File: src/rtl/sdram_pkg.sv
// sdram_pkg: shared widths, arbiter FSM states and requester index type.
package sdram_pkg;
  localparam int SDRAM_ADDR_W = 23;
  localparam int SDRAM_DATA_W = 32;
  localparam int SDRAM_NUM_PORTS = 3;
  typedef enum logic [1:0] {IDLE, ISSUE, HOLD} state_t;
  // Two bits cover every supported port count (2..4).
  typedef logic [$clog2(SDRAM_NUM_PORTS)-1:0] port_idx_t;
endpackage

File: src/rtl/sdram_arbiter_if.sv
// sdram_arbiter_if: requester-side and controller-side signals of the SDRAM arbiter.
interface sdram_arbiter_if #(parameter int NUM_PORTS = 3);
  import sdram_pkg::*;
  logic [NUM_PORTS-1:0] req, req_rw, ack, rvalid;
  logic [NUM_PORTS*SDRAM_ADDR_W-1:0] req_addr;
  logic [NUM_PORTS*SDRAM_DATA_W-1:0] req_wdata;
  logic [SDRAM_DATA_W-1:0] rdata, mem_wdata, mem_rdata;
  logic [SDRAM_ADDR_W-1:0] mem_addr;
  logic err, mem_rw, mem_in_valid, mem_busy, mem_out_valid;
  modport slave (
    input  req, req_rw, req_addr, req_wdata, mem_busy, mem_rdata, mem_out_valid,
    output ack, rdata, rvalid, err, mem_addr, mem_rw, mem_wdata, mem_in_valid
  );
  modport master (
    output req, req_rw, req_addr, req_wdata, mem_busy, mem_rdata, mem_out_valid,
    input  ack, rdata, rvalid, err, mem_addr, mem_rw, mem_wdata, mem_in_valid
  );
endinterface

File: src/rtl/sdram_arb_tag_fifo.sv
// sdram_arb_tag_fifo: in-order FIFO of requester indices for outstanding reads.
module sdram_arb_tag_fifo
  import sdram_pkg::*;
#(
  parameter int DEPTH = 2
) (
  input  logic      clk,
  input  logic      rst,
  input  logic      push,
  input  logic      pop,
  input  port_idx_t din,
  output port_idx_t dout,
  output logic      full,
  output logic      empty
);
  localparam int AW = $clog2(DEPTH);
  port_idx_t mem [DEPTH];
  logic [AW-1:0] wp, rp;
  logic [AW:0] cnt;
  assign full = cnt == (AW+1)'(DEPTH);
  assign empty = cnt == '0;
  assign dout = mem[rp];
  always_ff @(posedge clk)
    if (push) mem[wp] <= din;
  always_ff @(posedge clk) begin
    if (rst) begin
      wp <= '0;
      rp <= '0;
      cnt <= '0;
    end else begin
      wp <= push ? wp + 1'b1 : wp;
      rp <= pop ? rp + 1'b1 : rp;
      cnt <= cnt + (AW+1)'(push) - (AW+1)'(pop);
    end
  end
endmodule

File: src/rtl/sdram_arbiter.sv
// sdram_arbiter: round-robin arbiter of NUM_PORTS requesters onto one SDRAM controller port.
// Define SDRAM_ARB_PORT0_PRIO_EN to give port 0 strict priority over the rotating others.
module sdram_arbiter
  import sdram_pkg::*;
#(
  parameter int NUM_PORTS = 3,
  parameter int RD_DEPTH = 2
) (
  input logic clk,
  input logic rst,
  sdram_arbiter_if.slave bus
);
  localparam logic [NUM_PORTS-1:0] ONE = {{(NUM_PORTS-1){1'b0}}, 1'b1};
  localparam port_idx_t LAST = port_idx_t'(NUM_PORTS-1);
  state_t state;
  port_idx_t winner, last_grant, pick, tag_out;
  logic full, empty, push, pop;
  logic [NUM_PORTS-1:0] elig;
  logic [SDRAM_ADDR_W-1:0] addr_a [NUM_PORTS];
  logic [SDRAM_DATA_W-1:0] wdata_a [NUM_PORTS];
  for (genvar g = 0; g < NUM_PORTS; g++) begin : g_split
    assign addr_a[g] = bus.req_addr[g*SDRAM_ADDR_W +: SDRAM_ADDR_W];
    assign wdata_a[g] = bus.req_wdata[g*SDRAM_DATA_W +: SDRAM_DATA_W];
  end
  // Reads are masked while every tag slot is in use; writes never are.
  assign elig = bus.req & (bus.req_rw | {NUM_PORTS{~full}});
  assign push = state == ISSUE && !bus.mem_rw;
  assign pop = bus.mem_out_valid && !empty;
  // Scan from farthest to nearest so the nearest eligible port after last_grant wins.
  always_comb begin
    pick = '0;
`ifdef SDRAM_ARB_PORT0_PRIO_EN
    for (int k = NUM_PORTS - 1; k >= 1; k--) begin
      port_idx_t c;
      c = port_idx_t'(1 + (int'(last_grant) - 1 + k) % (NUM_PORTS - 1));
      if (elig[c]) pick = c;
    end
    if (elig[0]) pick = '0;
`else
    for (int k = NUM_PORTS; k >= 1; k--) begin
      port_idx_t c;
      c = port_idx_t'((int'(last_grant) + k) % NUM_PORTS);
      if (elig[c]) pick = c;
    end
`endif
  end
  sdram_arb_tag_fifo #(.DEPTH(RD_DEPTH)) u_fifo (
    .clk(clk), .rst(rst), .push(push), .pop(pop), .din(winner),
    .dout(tag_out), .full(full), .empty(empty)
  );
  always_ff @(posedge clk) begin
    if (rst) begin
      state <= IDLE;
      winner <= '0;
      last_grant <= LAST;
      bus.ack <= '0;
      bus.mem_in_valid <= 1'b0;
      bus.mem_rw <= 1'b0;
      bus.mem_addr <= '0;
      bus.mem_wdata <= '0;
      bus.rvalid <= '0;
      bus.rdata <= '0;
      bus.err <= 1'b0;
    end else begin
      bus.rvalid <= pop ? ONE << tag_out : '0;
      bus.rdata <= pop ? bus.mem_rdata : bus.rdata;
      bus.err <= bus.err | (bus.mem_out_valid & empty);
      case (state)
        IDLE:
          if (!bus.mem_busy && |elig) begin
            winner <= pick;
            bus.mem_rw <= bus.req_rw[pick];
            bus.mem_addr <= addr_a[pick];
            bus.mem_wdata <= wdata_a[pick];
            bus.mem_in_valid <= 1'b1;
            bus.ack <= ONE << pick;
            state <= ISSUE;
          end
        ISSUE: begin
          bus.mem_in_valid <= 1'b0;
          bus.ack <= '0;
`ifdef SDRAM_ARB_PORT0_PRIO_EN
          last_grant <= winner != '0 ? winner : last_grant;
`else
          last_grant <= winner;
`endif
          state <= HOLD;
        end
        default: state <= IDLE;
      endcase
    end
  end
endmodule

File: src/flat_wrapper.sv
// flat-port wrapper written by rule: the top's interface ports become plain ports
module sdram_arbiter_flat import sdram_pkg::*;
#(
  parameter int NUM_PORTS = 3,
  parameter int RD_DEPTH = 2
)
  (clk, rst, bus_req, bus_req_rw, bus_req_addr, bus_req_wdata, bus_mem_busy, bus_mem_rdata, bus_mem_out_valid, bus_ack, bus_rdata, bus_rvalid, bus_err, bus_mem_addr, bus_mem_rw, bus_mem_wdata, bus_mem_in_valid);
  sdram_arbiter_if #(.NUM_PORTS(NUM_PORTS)) bus_i ();
  input logic clk;
  input logic rst;
  input wire logic [$bits(bus_i.req)-1:0] bus_req;
  input wire logic [$bits(bus_i.req_rw)-1:0] bus_req_rw;
  input wire logic [$bits(bus_i.req_addr)-1:0] bus_req_addr;
  input wire logic [$bits(bus_i.req_wdata)-1:0] bus_req_wdata;
  input wire logic [$bits(bus_i.mem_busy)-1:0] bus_mem_busy;
  input wire logic [$bits(bus_i.mem_rdata)-1:0] bus_mem_rdata;
  input wire logic [$bits(bus_i.mem_out_valid)-1:0] bus_mem_out_valid;
  output wire logic [$bits(bus_i.ack)-1:0] bus_ack;
  output wire logic [$bits(bus_i.rdata)-1:0] bus_rdata;
  output wire logic [$bits(bus_i.rvalid)-1:0] bus_rvalid;
  output wire logic [$bits(bus_i.err)-1:0] bus_err;
  output wire logic [$bits(bus_i.mem_addr)-1:0] bus_mem_addr;
  output wire logic [$bits(bus_i.mem_rw)-1:0] bus_mem_rw;
  output wire logic [$bits(bus_i.mem_wdata)-1:0] bus_mem_wdata;
  output wire logic [$bits(bus_i.mem_in_valid)-1:0] bus_mem_in_valid;
  assign bus_i.req = bus_req;
  assign bus_i.req_rw = bus_req_rw;
  assign bus_i.req_addr = bus_req_addr;
  assign bus_i.req_wdata = bus_req_wdata;
  assign bus_i.mem_busy = bus_mem_busy;
  assign bus_i.mem_rdata = bus_mem_rdata;
  assign bus_i.mem_out_valid = bus_mem_out_valid;
  assign bus_ack = bus_i.ack;
  assign bus_rdata = bus_i.rdata;
  assign bus_rvalid = bus_i.rvalid;
  assign bus_err = bus_i.err;
  assign bus_mem_addr = bus_i.mem_addr;
  assign bus_mem_rw = bus_i.mem_rw;
  assign bus_mem_wdata = bus_i.mem_wdata;
  assign bus_mem_in_valid = bus_i.mem_in_valid;
  sdram_arbiter #(.NUM_PORTS(NUM_PORTS), .RD_DEPTH(RD_DEPTH)) u_core (.clk(clk), .rst(rst), .bus(bus_i));
endmodule
File: config.mk
export PLATFORM = sky130hd
export DESIGN_NAME = sdram_arbiter_flat
export DESIGN_NICKNAME = d
export VERILOG_FILES = /design/src/rtl/sdram_pkg.sv /design/src/rtl/sdram_arbiter_if.sv /design/src/rtl/sdram_arb_tag_fifo.sv /design/src/rtl/sdram_arbiter.sv /design/src/flat_wrapper.sv
export SDC_FILE = /design/constraint.sdc
export NUM_CORES = 1
export LEC_CHECK = 0
export ABC_CLOCK_PERIOD_IN_PS = 2900
export CORE_MARGIN = 2
export CORE_UTILIZATION = 37
export DETAILED_ROUTE_END_ITERATION = 6
export PLACE_DENSITY_LB_ADDON = 0.12
export SLEW_MARGIN = 10
export SYNTH_ARGS = -nofsm -noshare
export SYNTH_HDL_FRONTEND = slang
export SYNTH_SLANG_ARGS = --single-unit
File: constraint.sdc
create_clock -name clk -period 2.9 [get_ports clk]
set_input_delay 0.725 -clock clk [delete_from_list [all_inputs] [get_ports clk]]
set_output_delay 0.725 -clock clk [all_outputs]
set_load 0.05 [all_outputs]
# Word-level counts from Yosys, hierarchy flattened
# Memories as Yosys holds them, arrays and structs flattened. A register that Yosys moved wholly into a read port is not among the register bits.
# Cells that the tools add are included.
# word_totals
reg_bits,106
mem_count,1
out_inout_bits,96
mem_bits_rw,4
# memory_table
memory,depth,word_bits,rd,rd_ports_with_merged_regs,write_ports,line,source
u_core.u_fifo.mem,2,2,1,1,1,sdram_arb_tag_fifo.sv:17,port_idx_t mem [DEPTH];
# classes
reduce_logical,13
div_mod_pow,3
shift,2
bitwise,7
magnitude_cmp,5
eq_ne,3
addsub,7
muxes,27
# ops
op,count
"remainder unit 32 x 3 -> 32 bit, second input constant",3
binary-select mux 32 bit (select 2 bit),1
2-to-1 mux 32 bit,2
binary-select mux 23 bit (select 2 bit),1
2-to-1 mux 23 bit,2
"< comparator 2 x 3 -> 1 bit, second input constant",4
2-to-1 mux 1 bit,9
binary-select mux 1 bit (select 2 bit),4
2-to-1 mux 2 bit,4
"adder 2 x 2 -> 3 bit, second input constant",2
case mux 3 bit (2 select lines),1
"<< shifter 1 x 2 -> 3 bit, first input constant",2
zero test 2 bit,2
case mux 2 bit (2 select lines),1
AND reduction 2 bit,2
"adder 2 x 1 -> 3 bit, second input constant",1
AND 3 bit,1
">= comparator 3 bit, second input constant",1
logical AND 1 bit,3
zero test 1 bit,3
2-to-1 mux 3 bit,1
inverter 2 -> 3 bit,1
OR 3 bit,1
OR reduction 3 bit,1
other kinds (12),14

# Depth between registers and ports, before layout
# Gate-level depths: netlist of the first run.
# logic_depth
ltp_word,13
mapped_depth,10
ltp_nobuf,8

# By module
# A second synthesis of the first run with hierarchy kept.
# hier_totals
hier_cells,508
hier_area_um2,4799.6
# by_module_without_submodules
mod,area_each_um2,n_inst,cells_each,seq_area_each_um2
sdram_arbiter,4440.5,1,481,2042.0
sdram_arb_tag_fifo,359.1,1,27,220.2

# Worst setup path before layout of the first run
# No wires, ideal clock.
# synth_path
path_kind,input -> register
startpoint,input bus_req_rw[1]
endpoint,register u_core.bus.mem_addr[17]
slack_ns,0.384
n_path_buf,2
stages,7
setup_ns,0.130
t_arrival_ns,2.386
cell_sequence,or3b_1 -> a311o_1 -> or3_1 -> buf_4 -> nand4_4 -> buf_6 -> o221ai_2
# synth_via
elab_chain_len,11
# synth_rtl
element,line,source
start: declaration,flat_wrapper.sv:12,input wire logic [$bits(bus_i.req_rw)-1:0] bus_req_rw;
OR 3 bit *,sdram_arbiter.sv:26,assign elig = bus.req & (bus.req_rw | {NUM_PORTS{~full}});
AND 3 bit *,sdram_arbiter.sv:26,
binary-select mux 1 bit (select 2 bit),sdram_arbiter.sv:43,if (elig[c]) pick = c;
2-to-1 mux 1 bit (implied by the code),sdram_arbiter.sv:43,
2-to-1 mux 2 bit (3 in a row),sdram_arbiter.sv:43,
inverter 2 -> 3 bit (implied by the code),sdram_arbiter.sv:73,bus.mem_addr <= addr_a[pick];
binary-select mux 23 bit (select 2 bit),sdram_arbiter.sv:73,
2-to-1 mux 23 bit (implied by the code) (2 in a row),sdram_arbiter.sv:73,
end signal: assignment,sdram_arbiter.sv:73,
end: declaration,sdram_arbiter_if.sv:12,"output ack, rdata, rvalid, err, mem_addr, mem_rw, mem_wdata, mem_in_valid"
# Every way passes the cells marked *; elsewhere a longest branch is shown, timed or not. The select of a mux whose other input is x is not followed.
# A chain may end at the register's enable or synchronous reset.

# Final worst setup path of the first run
# layout_path
startpoint,input bus_req_rw[2]
endpoint,register u_core.bus.mem_addr[18]
# The elaborated chain is that of the path after synthesis.

==> impl_metrics.json, run 1 <==
{
  "status": "finished clean",
  "tritoncts": "done",
  "syn_inst": 527,
  "fin_skew_ns": 0.00803,
  "worstHoldPathType": "reg -> reg",
  "cts.sinks": 111,
  "worstSetupPathType": "in -> reg",
  "clkPwrFrac_pct": 22.7,
  "power.density_nw_per_um2": 648,
  "row_count": 41,
  "slew_headroom_pct": 56.3,
  "cp-end-kind": "flip-flop",
  "synth_nets": 738,
  "antenna_found_initial": 0,
  "wl_per_cell_um": 17.4,
  "top_level_ports": 303,
  "postCtsSetupBuffers": 0,
  "report.final.slew_viol_count": 0,
  "fmax_mhz": 371,
  "syn2layout_area_growth_pct": 74.6,
  "switching_share_pct": 39.1,
  "htreeDepth": 3,
  "p_total_mw": 5.44,
  "cp_max_fo": 16,
  "p_seq_share_pct": 35.9,
  "cap_viol_max_count": 0,
  "start_util_pct": 38.0,
  "drt_iter0_markers": 373,
  "netlist_area_um2": 4810,
  "coreArea_um2": 12700,
  "grt_usage_pct": 24.5,
  "multi_input_area_um2": 2060,
  "clockRootBuffer": "clkbuf_16",
  "nets": 1035,
  "synth_ff_type": "dfxtp_1",
  "grt_pass1_wl_mm": 27.0,
  "synth_top_area_share_pct": 44.5,
  "post_cts_resized": 0,
  "port_buffers": 302,
  "grt_max_degree": 38,
  "gp_congestion": 0.903,
  "dp_hpwl_mm": 13.6,
  "grt_overflow": 0,
  "crit_family": "simple AND/OR/NAND/NOR gates",
  "period_share_pct": 93.0,
  "syn_avg_cell_area_um2": 9.13,
  "arrival_ns": 2.95,
  "drt_drc_violations_left": 0,
  "finalSetupViolations": 0,
  "layout-drive-gt1-share_pct": 10.7,
  "antenna-diode-count": 0,
  "ant_nets": 0,
  "tightest_slew_ns": 0.654,
  "grt_pass1_vias": 5241,
  "vias": 5127,
  "crit_slowest_cell": "or3b_1",
  "die_h_um": 118,
  "slowest_delay_ns": 0.44,
  "viasPerCell": 5.12,
  "p_switching_mw": 2.13,
  "synthTopCellsByArea": "dfxtp_1 (45%), a22oi_1 (6.6%), o221a_2 (6.6%)",
  "synth_seq_cells": 111,
  "yosysSeqAreaShare_pct": 47.0,
  "synth_top_area_cell": "dfxtp_1",
  "die_area_um2": 13900,
  "yosys_warnings": 0,
  "layout.area.seq_um2": 2260,
  "startpoint_type": "input port",
  "p_leak_nw": 3.29,
  "combPwrFrac_pct": 41.5,
  "fillers": 1050,
  "synthArstFlopShare_pct": 0,
  "clk_pin_slew_worst_paths_ns": 0.08,
  "final_common_cell": "clkdlybuf4s50_1",
  "final_util_pct": 66.3,
  "cts_buffers": 9,
  "hold_viol": 0,
  "synth_edf_count": 4,
  "cp.required_ns": 3.15,
  "worst-path-buf-inv": 1,
  "firstDrtPassIters": 5,
  "vdd_drop_max_mv": 0.366,
  "cts_hold_buf": 0,
  "cts_max_path_buffers": 2,
  "die_x_um": 118,
  "fin_crit_ns": 2.70,
  "yosysUniqueCellTypes": 47,
  "p_int_mw": 3.32,
  "rsz0062_at_grt": "false",
  "clkLatencyLatePin_ns": 0.35,
  "final_cell_mix": "clkdlybuf4s50_1 (301), dfxtp_1 (107), inv_1 (78)",
  "cp_cell_sequence": "clkdlybuf4s50_1 -> or3b_1 -> a311oi_1 -> and4_1 -> nand2_2 -> o221a_2",
  "wirelength_mm": 17.4
}
==> worst min-delay path, delay by kind of cell (launching register included) <==
kind / cells / cell delay [ns]
simple gates: 1 / 0.05
flops: 1 / 0.31
compound gates: 1 / 0.05
==> cell usage after synthesis, drive strengths merged, types with 2 or more instances <==
cell type	instances
o221a	28
buf	13
a31oi	6
and3	2
clkbuf	25
inv	79
nand2b	3
xnor2	2
dfxtp	107
a22oi	42
ha	4
or3	2
nor3	3
edfxtp	4
o21ai	2
nand3	10
a21oi	39
nor2	17
or2	4
nand2	72
mux2i	3
nand4	9
o221ai	36
xor2	2
or3b	2
==> final cells by class <==
class / count / area share (%)
timing repair buffer: 324 / 38.9
inverter: 79 / 3.53
sequential: 111 / 26.9
tap: 172 / 2.56
clock buffer: 9 / 2.68
multi-input combinational: 299 / 24.5
clock inverter: 7 / 0.849
==> routing by layer <==
metal | vias to the layer above | track usage (%) | part of all wire, %
met5 | - | 0 | 0
met4 | 0 | 8.96 | 2.6
met3 | 31 | 7.80 | 8.6
met2 | 229 | 44.0 | 51
met1 | 2397 | 27.0 | 38
li1 | 2470 | - | -
==> registers in the layout, indices dropped and copies added (netlist names), 2 cells and up, named ones only <==
name	cells
u_core.bus.rdata	32
u_core.u_fifo.cnt	2
u_core.bus.mem_addr	23
u_core.last_grant	2
u_core.bus.rvalid	3
u_core.winner	2
u_core.bus.mem_wdata	32
u_core.state	2
u_core.bus.ack	3
u_core.u_fifo.mem	4
==> metrics by stage <==
step,hold WS [ns],TNS [ns],setup slack (ns),area [um2],std cells
floorplan,0.443,0,0.384,4810,527
global placement,0.442,-1.99,-0.0596,8110,985
detailed placement,0.448,-3.90,-0.144,8110,985
CTS,0.458,0,0.232,8400,1001
global route,0.472,0,0.145,8400,1001
finish,0.455,0,0.204,8400,1001
==> power by group through the flow <==
stage / Clock (mW) / Sequential [mW] / Combinational, mW
2_1_floorplan: 0 / 2.77 / 0.533
3_3_place_gp: 0 / 1.98 / 2.23
3_5_place_dp: 0 / 1.98 / 2.27
4_1_cts: 1.25 / 1.95 / 2.27
5_1_grt: 1.32 / 1.99 / 2.37
6_report: 1.23 / 1.95 / 2.26
==> cell families after synthesis <==
family	synth area share [%]
AO/OA/AOI/OAI	27.4
AND/OR/NAND/NOR	12.8
buffers and inverters	10.4
flip-flops	47.0
XOR/XNOR	0.728
adder cells (fa/ha/maj)	1.04
multiplexers	0.624
==> path summary, 6_finish.rpt <==
check	start	to	slack, ns	depth (start not counted)
worst max-delay path	bus_req_rw[2]	u_core.bus.mem_addr[18]	0.20	6
worst min-delay path	u_core.bus.rdata[21]	u_core.bus.rdata[21]	0.46	2
worst max register to register	u_core.last_grant[0]	u_core.bus.mem_wdata[6]	0.57	9
worst min register to register	u_core.bus.rdata[21]	u_core.bus.rdata[21]	0.46	2
No activity file was read; power rests on OpenSTA's default activity.
==> run 2, diff against run 1 <==
--- a/config.mk
+++ b/config.mk
@@ -5,7 +5,6 @@
 export SDC_FILE = /design/constraint.sdc
 export NUM_CORES = 1
 export LEC_CHECK = 0
-export ABC_CLOCK_PERIOD_IN_PS = 2900
 export CORE_MARGIN = 2
 export CORE_UTILIZATION = 37
 export DETAILED_ROUTE_END_ITERATION = 6
==> results of run 2 <==
Final layout, timing and power as in run 1 (identical DEF).
